## src/rtl/warp_pkg.sv

```systemverilog
// Shared constants for the warp fetch aligner: widths, decoder-select codes, fetch FSM states.
// Compressed-instruction support is compiled in with the WARP_RVC_EN macro.
package warp_pkg;

    localparam int unsigned PARCEL_W = 16;
    localparam int unsigned FETCH_W  = 64;

    localparam logic [1:0] BSEL_U0 = 2'd0;
    localparam logic [1:0] BSEL_U1 = 2'd1;
    localparam logic [1:0] BSEL_C0 = 2'd2;
    localparam logic [1:0] BSEL_C1 = 2'd3;

    localparam logic [1:0] ST_REQ     = 2'd0;
    localparam logic [1:0] ST_WAIT    = 2'd1;
    localparam logic [1:0] ST_DISCARD = 2'd2;

    // Low two bits of a parcel equal to 2'b11 mark the start of a 32-bit instruction.
    function automatic logic is_rvi(input logic [1:0] lsb);
        return lsb == 2'b11;
    endfunction

endpackage

```

## src/rtl/warp_parcel_fifo.sv

```systemverilog
// Circular buffer of 16-bit parcels: up to 4 pushed and 0-4 popped per cycle,
// with the head 4 parcels exposed (zero where not present).
module warp_parcel_fifo
    import warp_pkg::*;
#(
    parameter int unsigned DEPTH = 8,
    localparam int unsigned PTR_W = $clog2(DEPTH),
    localparam int unsigned CNT_W = $clog2(DEPTH + 1)
) (
    input  logic               i_clk,
    input  logic               i_rst,
    input  logic               flush,
    input  logic               push,
    input  logic [2:0]         push_n,
    input  logic [FETCH_W-1:0] push_data,
    input  logic [2:0]         pop_n,
    output logic [CNT_W-1:0]   count,
    output logic [FETCH_W-1:0] peek
);

    logic [PARCEL_W-1:0] mem [DEPTH];
    logic [PTR_W-1:0]    rd_ptr;
    logic [PTR_W-1:0]    wr_ptr;
    logic [2:0]          push_cnt;

    // Pointer advance with wrap; DEPTH need not be a power of two.
    function automatic logic [PTR_W-1:0] wrap(input logic [PTR_W-1:0] base, input logic [2:0] off);
        logic [PTR_W:0] sum;
        sum = {1'b0, base} + (PTR_W+1)'(off);
        if (sum >= (PTR_W+1)'(DEPTH)) begin
            sum = sum - (PTR_W+1)'(DEPTH);
        end
        return sum[PTR_W-1:0];
    endfunction

    assign push_cnt = push ? push_n : 3'd0;

    always_ff @(posedge i_clk or posedge i_rst) begin
        if (i_rst) begin
            rd_ptr <= '0;
            wr_ptr <= '0;
            count  <= '0;
        end else if (flush) begin
            rd_ptr <= '0;
            wr_ptr <= '0;
            count  <= '0;
        end else begin
            wr_ptr <= wrap(wr_ptr, push_cnt);
            rd_ptr <= wrap(rd_ptr, pop_n);
            count  <= count + CNT_W'(push_cnt) - CNT_W'(pop_n);
        end
    end

    always_ff @(posedge i_clk) begin
        for (int i = 0; i < 4; i++) begin
            if (3'(i) < push_cnt) begin
                mem[wrap(wr_ptr, 3'(i))] <= push_data[PARCEL_W*i +: PARCEL_W];
            end
        end
    end

    always_comb begin
        peek = '0;
        for (int i = 0; i < 4; i++) begin
            if (CNT_W'(i) < count) begin
                peek[PARCEL_W*i +: PARCEL_W] = mem[wrap(rd_ptr, 3'(i))];
            end
        end
    end

endmodule

```

## src/rtl/warp_fetch_align.sv

```systemverilog
// Fetch buffer and two-slot instruction aligner feeding the IF/ID barrier.
// WARP_RVC_EN enables 16-bit compressed instructions and 2-byte-aligned redirects.
module warp_fetch_align
    import warp_pkg::*;
#(
    parameter logic [63:0] RESET_ADDR = 64'h0000000000000000,
    parameter int unsigned DEPTH      = 8
) (
    input  logic               i_clk,
    input  logic               i_rst,
    output logic               o_fetch_req,
    output logic [FETCH_W-1:0] o_fetch_addr,
    input  logic               i_fetch_gnt,
    input  logic               i_fetch_rvalid,
    input  logic [FETCH_W-1:0] i_fetch_rdata,
    input  logic               i_redirect,
    input  logic [63:0]        i_redirect_pc,
    input  logic               i_stall,
    output logic [1:0]         o_valid,
    output logic [31:0]        o_uinst0,
    output logic [31:0]        o_uinst1,
    output logic [15:0]        o_cinst0,
    output logic [15:0]        o_cinst1,
    output logic [1:0]         o_bsel0,
    output logic [1:0]         o_bsel1,
    output logic [63:0]        o_pc0,
    output logic [63:0]        o_pc1
);

    localparam int unsigned CNT_W = $clog2(DEPTH + 1);

`ifdef WARP_RVC_EN
    localparam logic [63:0] RST_PC   = {RESET_ADDR[63:1], 1'b0};
    localparam logic [1:0]  RST_SKIP = RESET_ADDR[2:1];
`else
    localparam logic [63:0] RST_PC   = {RESET_ADDR[63:2], 2'b00};
    localparam logic [1:0]  RST_SKIP = 2'b00;
`endif

    logic [1:0]          state, state_d;
    logic [63:0]         fetch_addr, fetch_addr_d;
    logic [63:0]         head_pc, head_pc_d;
    logic [1:0]          skip, skip_d;
    logic                push;
    logic [2:0]          push_n;
    logic [FETCH_W-1:0]  push_data;
    logic [2:0]          pop_n;
    logic [CNT_W-1:0]    count;
    logic [FETCH_W-1:0]  peek;
    logic [63:0]         redir_pc;
    logic [1:0]          redir_skip;
    logic [PARCEL_W-1:0] p [4];
    logic [PARCEL_W-1:0] s1_lo, s1_hi;
    logic [2:0]          avail, len0, len1;
    logic                v0, v1, v0g, v1g;
    logic                unused_pc_bits;

`ifdef WARP_RVC_EN
    assign redir_pc   = {i_redirect_pc[63:1], 1'b0};
    assign redir_skip = i_redirect_pc[2:1];
`else
    assign redir_pc   = {i_redirect_pc[63:2], 2'b00};
    assign redir_skip = 2'b00;
`endif
    assign unused_pc_bits = ^i_redirect_pc[1:0];

    assign o_fetch_addr = fetch_addr;
    // Request is gated so a full 4-parcel response always fits.
    assign o_fetch_req  = !i_rst && !i_redirect && (state == ST_REQ) && (count <= CNT_W'(DEPTH - 4));

    assign push_n    = 3'd4 - 3'(skip);
    assign push_data = i_fetch_rdata >> {skip, 4'b0000};

    warp_parcel_fifo #(.DEPTH(DEPTH)) u_fifo (
        .i_clk     (i_clk),
        .i_rst     (i_rst),
        .flush     (i_redirect),
        .push      (push),
        .push_n    (push_n),
        .push_data (push_data),
        .pop_n     (pop_n),
        .count     (count),
        .peek      (peek)
    );

    always_ff @(posedge i_clk or posedge i_rst) begin
        if (i_rst) begin
            state      <= ST_REQ;
            fetch_addr <= {RESET_ADDR[63:3], 3'b000};
            head_pc    <= RST_PC;
            skip       <= RST_SKIP;
        end else begin
            state      <= state_d;
            fetch_addr <= fetch_addr_d;
            head_pc    <= head_pc_d;
            skip       <= skip_d;
        end
    end

    // Fetch FSM; a redirect while a response is still owed parks in DISCARD.
    always_comb begin
        state_d      = state;
        fetch_addr_d = fetch_addr;
        skip_d       = skip;
        push         = 1'b0;
        if (i_redirect) begin
            fetch_addr_d = {redir_pc[63:3], 3'b000};
            skip_d       = redir_skip;
            state_d      = ((state == ST_WAIT || state == ST_DISCARD) && !i_fetch_rvalid) ? ST_DISCARD : ST_REQ;
        end else begin
            case (state)
                ST_REQ: begin
                    if (o_fetch_req && i_fetch_gnt) begin
                        state_d      = ST_WAIT;
                        fetch_addr_d = fetch_addr + 64'd8;
                    end
                end
                ST_WAIT: begin
                    if (i_fetch_rvalid) begin
                        push    = 1'b1;
                        skip_d  = 2'b00;
                        state_d = ST_REQ;
                    end
                end
                ST_DISCARD: begin
                    if (i_fetch_rvalid) begin
                        state_d = ST_REQ;
                    end
                end
                default: state_d = ST_REQ;
            endcase
        end
    end

    // Length detect and slot validity over the head parcels.
    always_comb begin
        for (int i = 0; i < 4; i++) begin
            p[i] = peek[PARCEL_W*i +: PARCEL_W];
        end
        avail = (count >= CNT_W'(4)) ? 3'd4 : 3'(count);
`ifdef WARP_RVC_EN
        len0  = is_rvi(p[0][1:0]) ? 3'd2 : 3'd1;
        s1_lo = (len0 == 3'd1) ? p[1] : p[2];
        s1_hi = (len0 == 3'd1) ? p[2] : p[3];
        len1  = is_rvi(s1_lo[1:0]) ? 3'd2 : 3'd1;
`else
        len0  = 3'd2;
        s1_lo = p[2];
        s1_hi = p[3];
        len1  = 3'd2;
`endif
        v0  = avail >= len0;
        v1  = v0 && (avail >= len0 + len1);
        v0g = v0 && !i_redirect;
        v1g = v1 && v0g;
    end

    always_comb begin
        o_valid  = {v1g, v0g};
        o_uinst0 = '0;
        o_uinst1 = '0;
        o_cinst0 = '0;
        o_cinst1 = '0;
        o_bsel0  = BSEL_U0;
        o_bsel1  = BSEL_U0;
        if (v0g) begin
            o_uinst0 = {p[1], p[0]};
            o_bsel0  = BSEL_U0;
`ifdef WARP_RVC_EN
            if (len0 == 3'd1) begin
                o_uinst0 = '0;
                o_cinst0 = p[0];
                o_bsel0  = BSEL_C0;
            end
`endif
        end
        if (v1g) begin
            o_uinst1 = {s1_hi, s1_lo};
            o_bsel1  = BSEL_U1;
`ifdef WARP_RVC_EN
            if (len1 == 3'd1) begin
                o_uinst1 = '0;
                o_cinst1 = s1_lo;
                o_bsel1  = BSEL_C1;
            end
`endif
        end
    end

    assign o_pc0     = head_pc;
    assign o_pc1     = head_pc + (v0 ? {60'b0, len0, 1'b0} : 64'd0);
    assign pop_n     = (i_stall || i_redirect) ? 3'd0
                     : (v0 ? len0 : 3'd0) + (v1 ? len1 : 3'd0);
    assign head_pc_d = i_redirect ? redir_pc : head_pc + {60'b0, pop_n, 1'b0};

endmodule

```

## config.mk

```make
export PLATFORM = sky130hd
export DESIGN_NAME = warp_fetch_align
export DESIGN_NICKNAME = d
export VERILOG_FILES = /design/src/rtl/warp_pkg.sv /design/src/rtl/warp_parcel_fifo.sv /design/src/rtl/warp_fetch_align.sv
export SDC_FILE = /design/constraint.sdc
export NUM_CORES = 1
export LEC_CHECK = 0
export BUFFER_PORTS_ARGS = -buffer_cell sky130_fd_sc_hd__buf_2
export CAP_MARGIN = 15
export CORE_MARGIN = 4
export CORE_UTILIZATION = 40
export DETAILED_ROUTE_END_ITERATION = 8
export HOLD_SLACK_MARGIN = 0.02
export SETUP_SLACK_MARGIN = 0.2
export SLEW_MARGIN = 30
export SYNTH_ARGS = -nofsm -noshare
export SYNTH_HDL_FRONTEND = slang
export SYNTH_SLANG_ARGS = --single-unit
```

## constraint.sdc

```tcl
create_clock -name i_clk -period 4.65 [get_ports i_clk]
set_clock_uncertainty 0.05 [all_clocks]
set_input_delay 0 -clock i_clk [delete_from_list [all_inputs] [get_ports i_clk]]
set_output_delay 0 -clock i_clk [all_outputs]
set_load 0.03 [all_outputs]
```

==> flow_metrics.env, run 1 <==
export IMPL_outcome="complete, no violations"
export IMPL_p_leak_nw=8.65
export IMPL_clock_latency_ns=0.59
export IMPL_nets=2317
export IMPL_yosysTopAreaCell="edfxtp_1"
export IMPL_slew_violations=0
export IMPL_start_util_pct=40.8
export IMPL_drt_iter0_markers=1267
export IMPL_tritoncts="yes"
export IMPL_yosysUniqueCellTypes=73
export IMPL_clk_pin_slew_ns=0.06
export IMPL_path_buf_inv=2
export IMPL_hpwl_mm=46.3
export IMPL_synthSimpleGateAreaFrac_pct=27.1
export IMPL_synthAdderAreaFrac_pct=1.18
export IMPL_rsz0062_at_grt="no"
export IMPL_netlist_area_um2=16800
export IMPL_clock_sinks=259
export IMPL_via_count=15800
export IMPL_drt_first_pass_iters=5
export IMPL_cp_start_kind="flop"
export IMPL_slew_headroom_pct=36.6
export IMPL_num_rows=74
export IMPL_synth_edf_count=128
export IMPL_tightest_slew_ns=0.947
export IMPL_synth_warnings=0
export IMPL_postRouteAntennaNets=0
export IMPL_synth_seq_cells=259
export IMPL_path_class="reg -> out"
export IMPL_cts_max_level=1
export IMPL_cts_setup_buffers=0
export IMPL_crit_chain="or3_1, buf_4, ha_1, ha_1, nand3_1, nor2_1, nand3_1, nor2_1, xor2_1, buf_2"
export IMPL_async_flop_share_pct=50.6
export IMPL_instances_no_fill=2728
export IMPL_io_buffers=384
export IMPL_synth_xor_area_share_pct=5.70
export IMPL_grt_pass1_vias=15000
export IMPL_tns_ns=0
export IMPL_grt_overflow_total=0
export IMPL_gp_congestion=0.959
export IMPL_fin_crit_ns=3.85
export IMPL_crit_slowest_cell="nor2_1"
export IMPL_cp_top_family="simple AND/OR/NAND/NOR gates"
export IMPL_antenna_found_initial=3
export IMPL_grt_max_degree=94
export IMPL_cts_buffers=31
export IMPL_die_w_um=213
export IMPL_crit_required_ns=4.60
export IMPL_drive_gt1_share_pct=26.0
export IMPL_io_pins=429
export IMPL_dp_slack_ns=1.20
export IMPL_synth_top_family_by_area="simple AND/OR/NAND/NOR gates"
export IMPL_synth_compound_area_share_pct=6.91
export IMPL_root_buffer="clkbuf_16"
export IMPL_routed_wl_mm=62.6
export IMPL_setup_viol=0
export IMPL_die_h_um=213
export IMPL_place_inst=2538
export IMPL_via_per_inst=5.81
export IMPL_yosysTopAreaCellShare_pct=22.9
export IMPL_grt_pass1_wl_mm=92.7
export IMPL_fmax_ghz=0.260
export IMPL_hold_class="in -> async"
export IMPL_crit_arrival_ns=3.80
export IMPL_syn_avg_cell_area_um2=9.57
export IMPL_p_per_area_nw_per_um2=357
export IMPL_crit_fanout=34
export IMPL_critPathCaptureType="output port"
export IMPL_synth_mux_area_share_pct=10.0
export IMPL_die_area_um2=45200
export IMPL_cap_viol_max_count=0
export IMPL_ir_drop_uv=307
export IMPL_area_growth_pct=26.4
export IMPL_ctsLongestPathBuffers=3
export IMPL_core_area_um2=41100
export IMPL_synthFlopType="dfrtp_1"
export IMPL_grt_usage_pct=26.5
export IMPL_wl_per_cell_um=22.9
export IMPL_syn_inst=1751
export IMPL_setup_ws_ns=0.800
export IMPL_yosysSeqAreaShare_pct=42.5
export IMPL_n_fill_cell=3799
export IMPL_finalCritPeriodShare_pct=82.8
export IMPL_drc=0
export IMPL_cpPeakStageDelay_ns=0.58
export IMPL_synth_area_top_cells="edfxtp_1 23%, dfrtp_1 20%, mux4_2 8.6%, nand2_1 6.8%, nand4_1 3.8%"
export IMPL_hold_viol_final=0
-- synth_stat cells (34+ instances only) --
cell / number
inv_1: 34
xnor2_1: 60
nand2b_1: 34
and3_1: 44
dfrtp_1: 131
buf_4: 49
clkbuf_1: 104
nand4_1: 101
edfxtp_1: 128
o21ai_0: 62
xor2_1: 49
nand3_1: 94
buf_2: 35
nor2_1: 100
and2_1: 46
nand2_1: 303
mux4_2: 64
-- cell usage in the layout, fill, tap and decap left out, drive strengths merged, types with 42 or more instances in the layout --
| cell type | instances |
|---|---|
| dfrtp | 131 |
| nand3 | 95 |
| buf | 411 |
| conb | 42 |
| o21ai | 63 |
| dlygate4sd3 | 130 |
| nand2 | 305 |
| edfxtp | 128 |
| nand4 | 106 |
| mux4 | 64 |
| and2 | 46 |
| and3 | 44 |
| xnor2 | 60 |
| nor2 | 100 |
| xor2 | 49 |
-- report_power, final --
part | total, W | switching, W | internal (W)
Sequential | 0.00289 | 0.000324 | 0.00257
Combinational | 0.00209 | 0.00140 | 0.000685
Clock | 0.00257 | 0.00103 | 0.00154
-- metrics by stage --
| step | total power (W) | hold WS [ns] | area, µm² | utilization [%] |
|---|---|---|---|---|
| 3_5_place_dp | 0.00493 | 0.175 | 18800 | 45.7 |
| 5_1_grt | 0.00786 | 0.118 | 21200 | 51.5 |
| 4_1_cts | 0.00759 | 0.0911 | 21200 | 51.5 |
| 2_1_floorplan | 0.00425 | 0.0699 | 16900 | - |
| 3_3_place_gp | 0.00490 | 0.171 | 18800 | 45.7 |
| 6_report | 0.00756 | 0.0926 | 21200 | 51.5 |
-- registers in the layout, summed over array words and instances (netlist names) --
signal         cells
u_fifo.wr_ptr      1
u_fifo.mem       128
u_fifo.rd_ptr      2
o_pc0             62
u_fifo.count       3
o_fetch_addr      61
state              2
-- final cells by class --
cell class | count | area, µm² | share of cell area, %
multi-input cells | 1301 | 8730 | 41.2
well taps | 532 | 666 | 3.14
flip-flops and latches | 259 | 7130 | 33.7
clock buffers | 39 | 826 | 3.90
diodes | 2 | 5.00 | 0.0236
inverters | 35 | 140 | 0.662
repair buffers | 541 | 3440 | 16.2
clock inverters | 19 | 244 | 1.15
-- tightest hold or removal path, delay by kind of cell --
family,cells,cell delay [ns]
buf+inv,3,1.22
-- kinds of logic (layout without fill, tap and decap cells) --
kind of cell / after synthesis / after routing
and+or+nand+nor: 871 / 871
DFF: 259 / 259
buffers and inverters: 232 / 634
AOI/OAI and AO/OA: 178 / 178
xor gates and xnor gates: 109 / 109
muxes: 87 / 87
adders and majority gates: 14 / 14
other: 1 / 44
-- path summary, 6_finish.rpt --
path	startpoint	endpoint	slack [ns]	cells past startpoint
worst max-delay path	u_fifo.count[3]	o_pc1[62]	0.80	10
max in group asynchronous	i_rst	o_fetch_addr[47]	3.47	4
worst min register to register	o_fetch_addr[57]	o_fetch_addr[57]	0.50	1
worst max register to register	u_fifo.count[3]	o_pc0[62]	1.17	11
min in group i_clk	i_fetch_rdata[6]	u_fifo.mem[4][6]	0.12	2
worst min-delay path	i_rst	u_fifo.rd_ptr[2]	0.09	3
-- metal layers --
metal	GRT usage [%]	share of wire [%]	up-vias
li1	-	-	7130
met1	35.3	40	7791
met2	43.3	47	791
met3	5.19	9.0	134
met4	9.33	3.9	2
met5	0	0.021	-
-- timing repair --
action                    in CTS  in global routing
gates resized for setup        0                  0
hold endpoints to repair     351                  0
hold buffers                 130                  0
No activity file was read; power rests on OpenSTA's default activity.
==> run 2, diff against run 1 <==
==> constraint.sdc (replaced) <==
create_clock -name i_clk -period 3.8 [get_ports i_clk]
set_clock_uncertainty 0.05 [all_clocks]
set_input_delay 0 -clock i_clk [delete_from_list [all_inputs] [get_ports i_clk]]
set_output_delay 0 -clock i_clk [all_outputs]
set_load 0.03 [all_outputs]
==> flow_metrics.env, run 2 (same netlist as run 1, synthesis figures left out) <==
export IMPL_outcome="complete, no violations"
export IMPL_drt_first_pass_iters=5
export IMPL_met1_length_mm=25.0
export IMPL_fin_crit_ns=3.39
export IMPL_crit_slowest_cell="or4_1"
export IMPL_gp_congestion=0.954
export IMPL_die_w_um=213
export IMPL_cts_max_level=1
export IMPL_p_per_area_nw_per_um2=441
export IMPL_ctsLongestPathBuffers=3
export IMPL_crit_fanout=7
export IMPL_grt_pass1_wl_mm=94.8
export IMPL_via_count=15900
export IMPL_hold_viol_final=0
export IMPL_cap_viol_max_count=0
export IMPL_ir_drop_uv=370
export IMPL_hold_class="in -> reg"
export IMPL_io_pins=429
export IMPL_clk_pin_slew_ns=0.06
export IMPL_clock_latency_ns=0.59
export IMPL_final_area_um2=21400
export IMPL_start_util_pct=40.8
export IMPL_crit_arrival_ns=3.82
export IMPL_path_class="reg -> reg"
export IMPL_root_buffer="clkbuf_16"
export IMPL_hpwl_mm=46.6
export IMPL_mostFrequentLayoutCells="383 x buf_2, 303 x nand2_1, 130 x dlygate4sd3_1"
export IMPL_largest_register_ffs=128
export IMPL_dr_wl_met2_mm=30.4
export IMPL_critPathCaptureType="flop"
export IMPL_place_area_um2=18900
export IMPL_antenna_found_initial=1
export IMPL_postRouteAntennaNets=0
export IMPL_crit_path_frequent_cell="inv_1"
export IMPL_n_fill_cell=3802
export IMPL_slew_headroom_pct=30.8
export IMPL_area_growth_pct=27.5
export IMPL_finalCritPeriodShare_pct=89.1
export IMPL_crit_chain="nor2_1, nand3_1, inv_1, ha_1, inv_1, fa_1, nand3b_2, nor4_4, nand2_1, or4_1, a31oi_1"
export IMPL_slew_violations=0
export IMPL_drt_iter0_markers=1490
export IMPL_tns_ns=0
export IMPL_cts_buffers=30
export IMPL_grt_usage_pct=26.9
export IMPL_drive_gt1_share_pct=26.5
export IMPL_diodes=0
export IMPL_wl_per_cell_um=23.1
export IMPL_grt_pass1_vias=15600
export IMPL_drc=0
export IMPL_setup_viol=0
export IMPL_final_core_util_pct=52.0
export IMPL_routed_wl_mm=63.1
export IMPL_cp_start_kind="flop"
export IMPL_grt_overflow_total=0
export IMPL_cp_top_family="simple AND/OR/NAND/NOR gates"
export IMPL_tritoncts="yes"
export IMPL_io_buffers=384
export IMPL_die_area_um2=45200
export IMPL_rsz0062_at_grt="no"
export IMPL_met3RoutedLength_mm=5.35
export IMPL_p_leak_nw=8.74
export IMPL_path_buf_inv=2
export IMPL_top_layer="met5"
export IMPL_crit_required_ns=4.24
export IMPL_final_common_cell="buf_2"
export IMPL_cpPeakStageDelay_ns=0.55
export IMPL_tightest_slew_ns=1.03
export IMPL_via_per_inst=5.80
export IMPL_regMostFlops="u_fifo.mem"
export IMPL_fmax_ghz=0.295
export IMPL_nets=2327
export IMPL_num_rows=74
export IMPL_core_area_um2=41100
export IMPL_clock_sinks=259
export IMPL_die_h_um=213
export IMPL_grt_max_degree=79
## run 2: cell types whose count changed in the layout (fill, tap and decap cells not counted), sizes merged
cell,before,now
bufinv,5,8
inv,36,34
diode,2,0
clkbuf,39,38
buf,411,422
clkinv,12,10
## run 2: layer usage
metal | GRT usage [%] | vias up
li1 | - | 7133
met1 | 34.7 | 7809
met2 | 45.3 | 780
met4 | 9.24 | 2
met5 | 0 | -
met3 | 5.47 | 142
## run 2: final cells by class
type,count,area [µm²],area share [%]
Multi-Input combinational cell,1301,8740,40.9
Tap cell,532,666,3.12
Inverter,35,138,0.644
Clock buffer,38,831,3.89
Timing Repair Buffer,552,3560,16.7
Sequential cell,259,7130,33.4
Clock inverter,18,299,1.40
## run 2: worst reg2reg max path, delay by kind of cell (launching register included)
family	cells	cell delay, ns
adders and majority gates	2	0.64
DFF	1	0.42
buffers and inverters	2	0.16
AOI/OAI and AO/OA	1	0.18
and+or+nand+nor	6	1.84
## run 2: worst paths after layout
kind,endpoint,slack (ns),from,cells after the start
worst max-delay path,o_pc0[60],0.41,u_fifo.count[3],11
min in group asynchronous,o_fetch_addr[31],0.12,i_rst,3
worst min register to register,o_fetch_addr[57],0.51,o_fetch_addr[57],1
max in group asynchronous,o_pc0[41],2.63,i_rst,4
worst max register to register,o_pc0[60],0.41,u_fifo.count[3],11
worst min-delay path,u_fifo.mem[4][6],0.11,i_fetch_rdata[6],2
## run 2: power breakdown
| group | internal, W | total, W | switching, W | leakage [nW] |
|---|---|---|---|---|
| clock network | 0.00208 | 0.00330 | 0.00122 | 0.551 |
| registers | 0.00314 | 0.00353 | 0.000390 | 2.72 |
| logic | 0.000848 | 0.00258 | 0.00173 | 5.47 |
## run 2: stage by stage
stage          cells  worst slack [ns]  power, W  hold WS (ns)
2_1_floorplan   1792             0.252   0.00520        0.0699
3_3_place_gp    2549             0.573   0.00602         0.163
3_5_place_dp    2549             0.486   0.00605         0.172
4_1_cts         2735             0.373   0.00948        0.0836
5_1_grt         2735             0.211   0.00979         0.111
6_report        2735             0.414   0.00942         0.107
## run 2: what timing repair did
item	4_1_cts	5_1_grt
gates resized for setup	0	1
endpoints found under the hold margin	332	0
endpoints found under the setup margin	0	1
setup buffers	0	0
hold buffers	130	0
==> run 3, diff against run 2 <==
--- a/config.mk
+++ b/config.mk
@@ -5,10 +5,12 @@
 export SDC_FILE = /design/constraint.sdc
 export NUM_CORES = 1
 export LEC_CHECK = 0
+export ABC_AREA = 1
 export BUFFER_PORTS_ARGS = -buffer_cell sky130_fd_sc_hd__buf_2
 export CAP_MARGIN = 15
-export CORE_MARGIN = 4
+export CORE_MARGIN = 2
 export CORE_UTILIZATION = 40
+export CTS_CLUSTER_DIAMETER = 30
 export DETAILED_ROUTE_END_ITERATION = 8
 export HOLD_SLACK_MARGIN = 0.02
 export SETUP_SLACK_MARGIN = 0.2
==> flow_metrics.env, run 3 <==
export IMPL_grt_pass1_wl_mm=109
export IMPL_synthAdderAreaFrac_pct=1.12
export IMPL_cap_viol_max_count=0
export IMPL_slew_violations=0
export IMPL_fmax_ghz=0.298
export IMPL_final_common_cell="nand2_1"
export IMPL_hpwl_mm=53.1
export IMPL_ctsLongestPathBuffers=3
export IMPL_fin_crit_ns=3.35
export IMPL_postRouteAntennaNets=0
export IMPL_cpPeakStageDelay_ns=0.38
export IMPL_ir_drop_uv=326
export IMPL_hold_viol_final=0
export IMPL_drive_gt1_share_pct=20.1
export IMPL_critPathCaptureType="output port"
export IMPL_yosysTopAreaCell="edfxtp_1"
export IMPL_gp_congestion=0.997
export IMPL_clk_pin_slew_ns=0.04
export IMPL_tritoncts="yes"
export IMPL_synth_top_family_by_area="simple AND/OR/NAND/NOR gates"
export IMPL_crit_arrival_ns=3.30
export IMPL_largest_register_ffs=128
export IMPL_outcome="complete, no violations"
export IMPL_start_util_pct=40.3
export IMPL_tightest_slew_ns=0.992
export IMPL_clock_latency_ns=0.61
export IMPL_synthFlopType="dfrtp_1"
export IMPL_clock_sinks=259
export IMPL_hold_class="in -> async"
export IMPL_yosysTopAreaCellShare_pct=21.7
export IMPL_synth_xor_area_share_pct=4.85
export IMPL_die_h_um=214
export IMPL_syn_inst=2469
export IMPL_via_per_inst=5.34
export IMPL_grt_usage_pct=31.1
export IMPL_grt_overflow_total=0
export IMPL_rr_startpoint="state[0]"
export IMPL_finalCritPeriodShare_pct=88.3
export IMPL_crit_path_start="u_fifo.count[3]"
export IMPL_wl_per_cell_um=20.3
export IMPL_synthSimpleGateAreaFrac_pct=28.5
export IMPL_synth_warnings=0
export IMPL_n_fill_cell=4216
export IMPL_crit_slowest_cell="dfrtp_1"
export IMPL_p_per_area_nw_per_um2=552
export IMPL_synth_seq_cells=259
export IMPL_async_flop_share_pct=50.6
export IMPL_synth_area_top_cells="edfxtp_1 22%, dfrtp_1 19%, nand2_1 13%, o21ai_0 6.4%, inv_1 6.1%"
export IMPL_yosys_top_cells_count="620 x nand2_1, 289 x inv_1, 284 x nor2_1, 227 x o21ai_0, 141 x a21oi_1"
export IMPL_mostFrequentLayoutCells="618 x nand2_1, 384 x buf_2, 286 x inv_1"
export IMPL_num_rows=77
export IMPL_grt_pass1_vias=18600
export IMPL_r2r_slack_ns=0.62
export IMPL_antenna_found_initial=3
export IMPL_die_area_um2=45900
export IMPL_synth_edf_count=128
export IMPL_grt_max_degree=98
export IMPL_rsz0062_at_grt="no"
export IMPL_final_core_util_pct=54.6
export IMPL_path_buf_inv=6
export IMPL_routed_wl_mm=73.2
export IMPL_place_area_um2=19900
export IMPL_p_leak_nw=10.9
export IMPL_drt_first_pass_iters=5
export IMPL_io_buffers=384
export IMPL_cp_top_family="simple AND/OR/NAND/NOR gates"
export IMPL_final_area_um2=24000
export IMPL_crit_required_ns=3.75
export IMPL_root_buffer="clkbuf_16"
export IMPL_cts_setup_buffers=0
export IMPL_cp_endpoint="o_pc1[32]"
export IMPL_cp_start_kind="flop"
export IMPL_reg2reg_to="state[1]"
export IMPL_yosysUniqueCellTypes=46
export IMPL_core_area_um2=43900
export IMPL_cts_buffers=76
export IMPL_regMostFlops="u_fifo.mem"
export IMPL_syn_avg_cell_area_um2=7.17
export IMPL_crit_fanout=3
export IMPL_via_count=19300
export IMPL_setup_viol=0
export IMPL_yosysSeqAreaShare_pct=40.2
export IMPL_r2r_cells=12
export IMPL_synth_compound_area_share_pct=14.4
export IMPL_slew_headroom_pct=33.9
export IMPL_io_pins=429
export IMPL_synth_mux_area_share_pct=0
export IMPL_cts_resized=0
export IMPL_synth_most_common_cell="nand2_1"
export IMPL_cts_max_level=3
export IMPL_drt_iter0_markers=1808
export IMPL_path_class="reg -> out"
export IMPL_area_growth_pct=35.5
export IMPL_drc=0
export IMPL_crit_chain="nor2_1, inv_1, nor2_1, inv_1, ha_1, ha_1, inv_1, nor2_4, inv_2, nor2_4, inv_2, nor2_1, nand2_1, xor2_1, buf_2"
export IMPL_netlist_area_um2=17700
export IMPL_die_w_um=214
export IMPL_diodes=0
export IMPL_cp_num_cells=15
export IMPL_nets=3108
## run 3: changes by cell type after synthesis, sizes merged, moves of 43 or more
cell,delta
a21oi,+126
and2,-43
and3,-44
inv,+262
mux4,-64
nand2,+336
nand3,+44
nand4,-71
nor2,+217
o21ai,+181
## run 3: cell type report
type	count	area, µm²	share of cell area [%]
Tap cell	592	741	3.09
Inverter	299	1130	4.71
Clock inverter	44	737	3.07
Multi-Input combinational cell	1786	8800	36.7
Clock buffer	94	2020	8.42
Sequential cell	259	7120	29.7
Timing Repair Buffer	538	3420	14.3
## run 3: power by group
group          switching (W)  internal (W)  leakage, nW
Clock                0.00205       0.00481         1.33
Combinational        0.00204      0.000797         6.87
Sequential          0.000363       0.00318         2.75
Total                0.00446       0.00879         10.9
## run 3: what timing repair did
action / CTS / global route
endpoints found under the setup margin: 0 / 0
hold buffers: 134 / 0
hold endpoints to repair: 339 / 0
## run 3: cell families after synthesis
| family | after synthesis |
|---|---|
| AND/OR/NAND/NOR | 1164 |
| AO/OA/AOI/OAI | 468 |
| buffers and inverters | 465 |
| flip-flops | 259 |
| XOR/XNOR | 98 |
| adder cells (fa/ha/maj) | 14 |
| other | 1 |
## run 3: worst register-to-register path, delay by kind of cell (launching register included)
kind / cells / cell delay [ns]
AOI/OAI and AO/OA: 1 / 0.08
adders and majority gates: 1 / 0.16
buffers and inverters: 5 / 1.63
DFF: 1 / 0.38
and+or+nand+nor: 5 / 0.77
## run 3: metal layers
metal / GRT usage (%) / wire, µm / vias to the layer above
li1: - / - / 8947
met1: 42.8 / 31600 / 9139
met2: 46.9 / 32100 / 994
met3: 6.37 / 6440 / 196
met4: 14.8 / 3070 / 2
met5: 0 / 7 / -
## run 3: per-stage QoR
stage,cells,setup WS [ns],total power (W),hold slack [ns],TNS [ns]
after floorplan,2510,-0.203,0.00529,0.0666,-15.10
after global placement,3340,0.863,0.00622,0.174,0
after detailed placement,3340,0.789,0.00625,0.175,0
after CTS,3612,0.459,0.0133,0.0913,0
after global routing,3612,0.311,0.0137,0.110,0
final,3612,0.445,0.0132,0.0805,0
## run 3: worst min-delay path by stage
stage	slack, ns	start	endpoint	cells after the start
5_1_grt	0.11	i_fetch_rdata[1]	u_fifo.mem[0][1]	2
4_1_cts	0.09	i_fetch_rdata[3]	u_fifo.mem[0][3]	2
3_3_place_gp	0.17	i_fetch_rdata[1]	u_fifo.mem[0][1]	1
2_1_floorplan	0.07	i_redirect_pc[2]	o_pc0[2]	2
6_report	0.08	i_rst	o_fetch_addr[58]	3
3_5_place_dp	0.18	i_fetch_rdata[3]	u_fifo.mem[0][3]	1
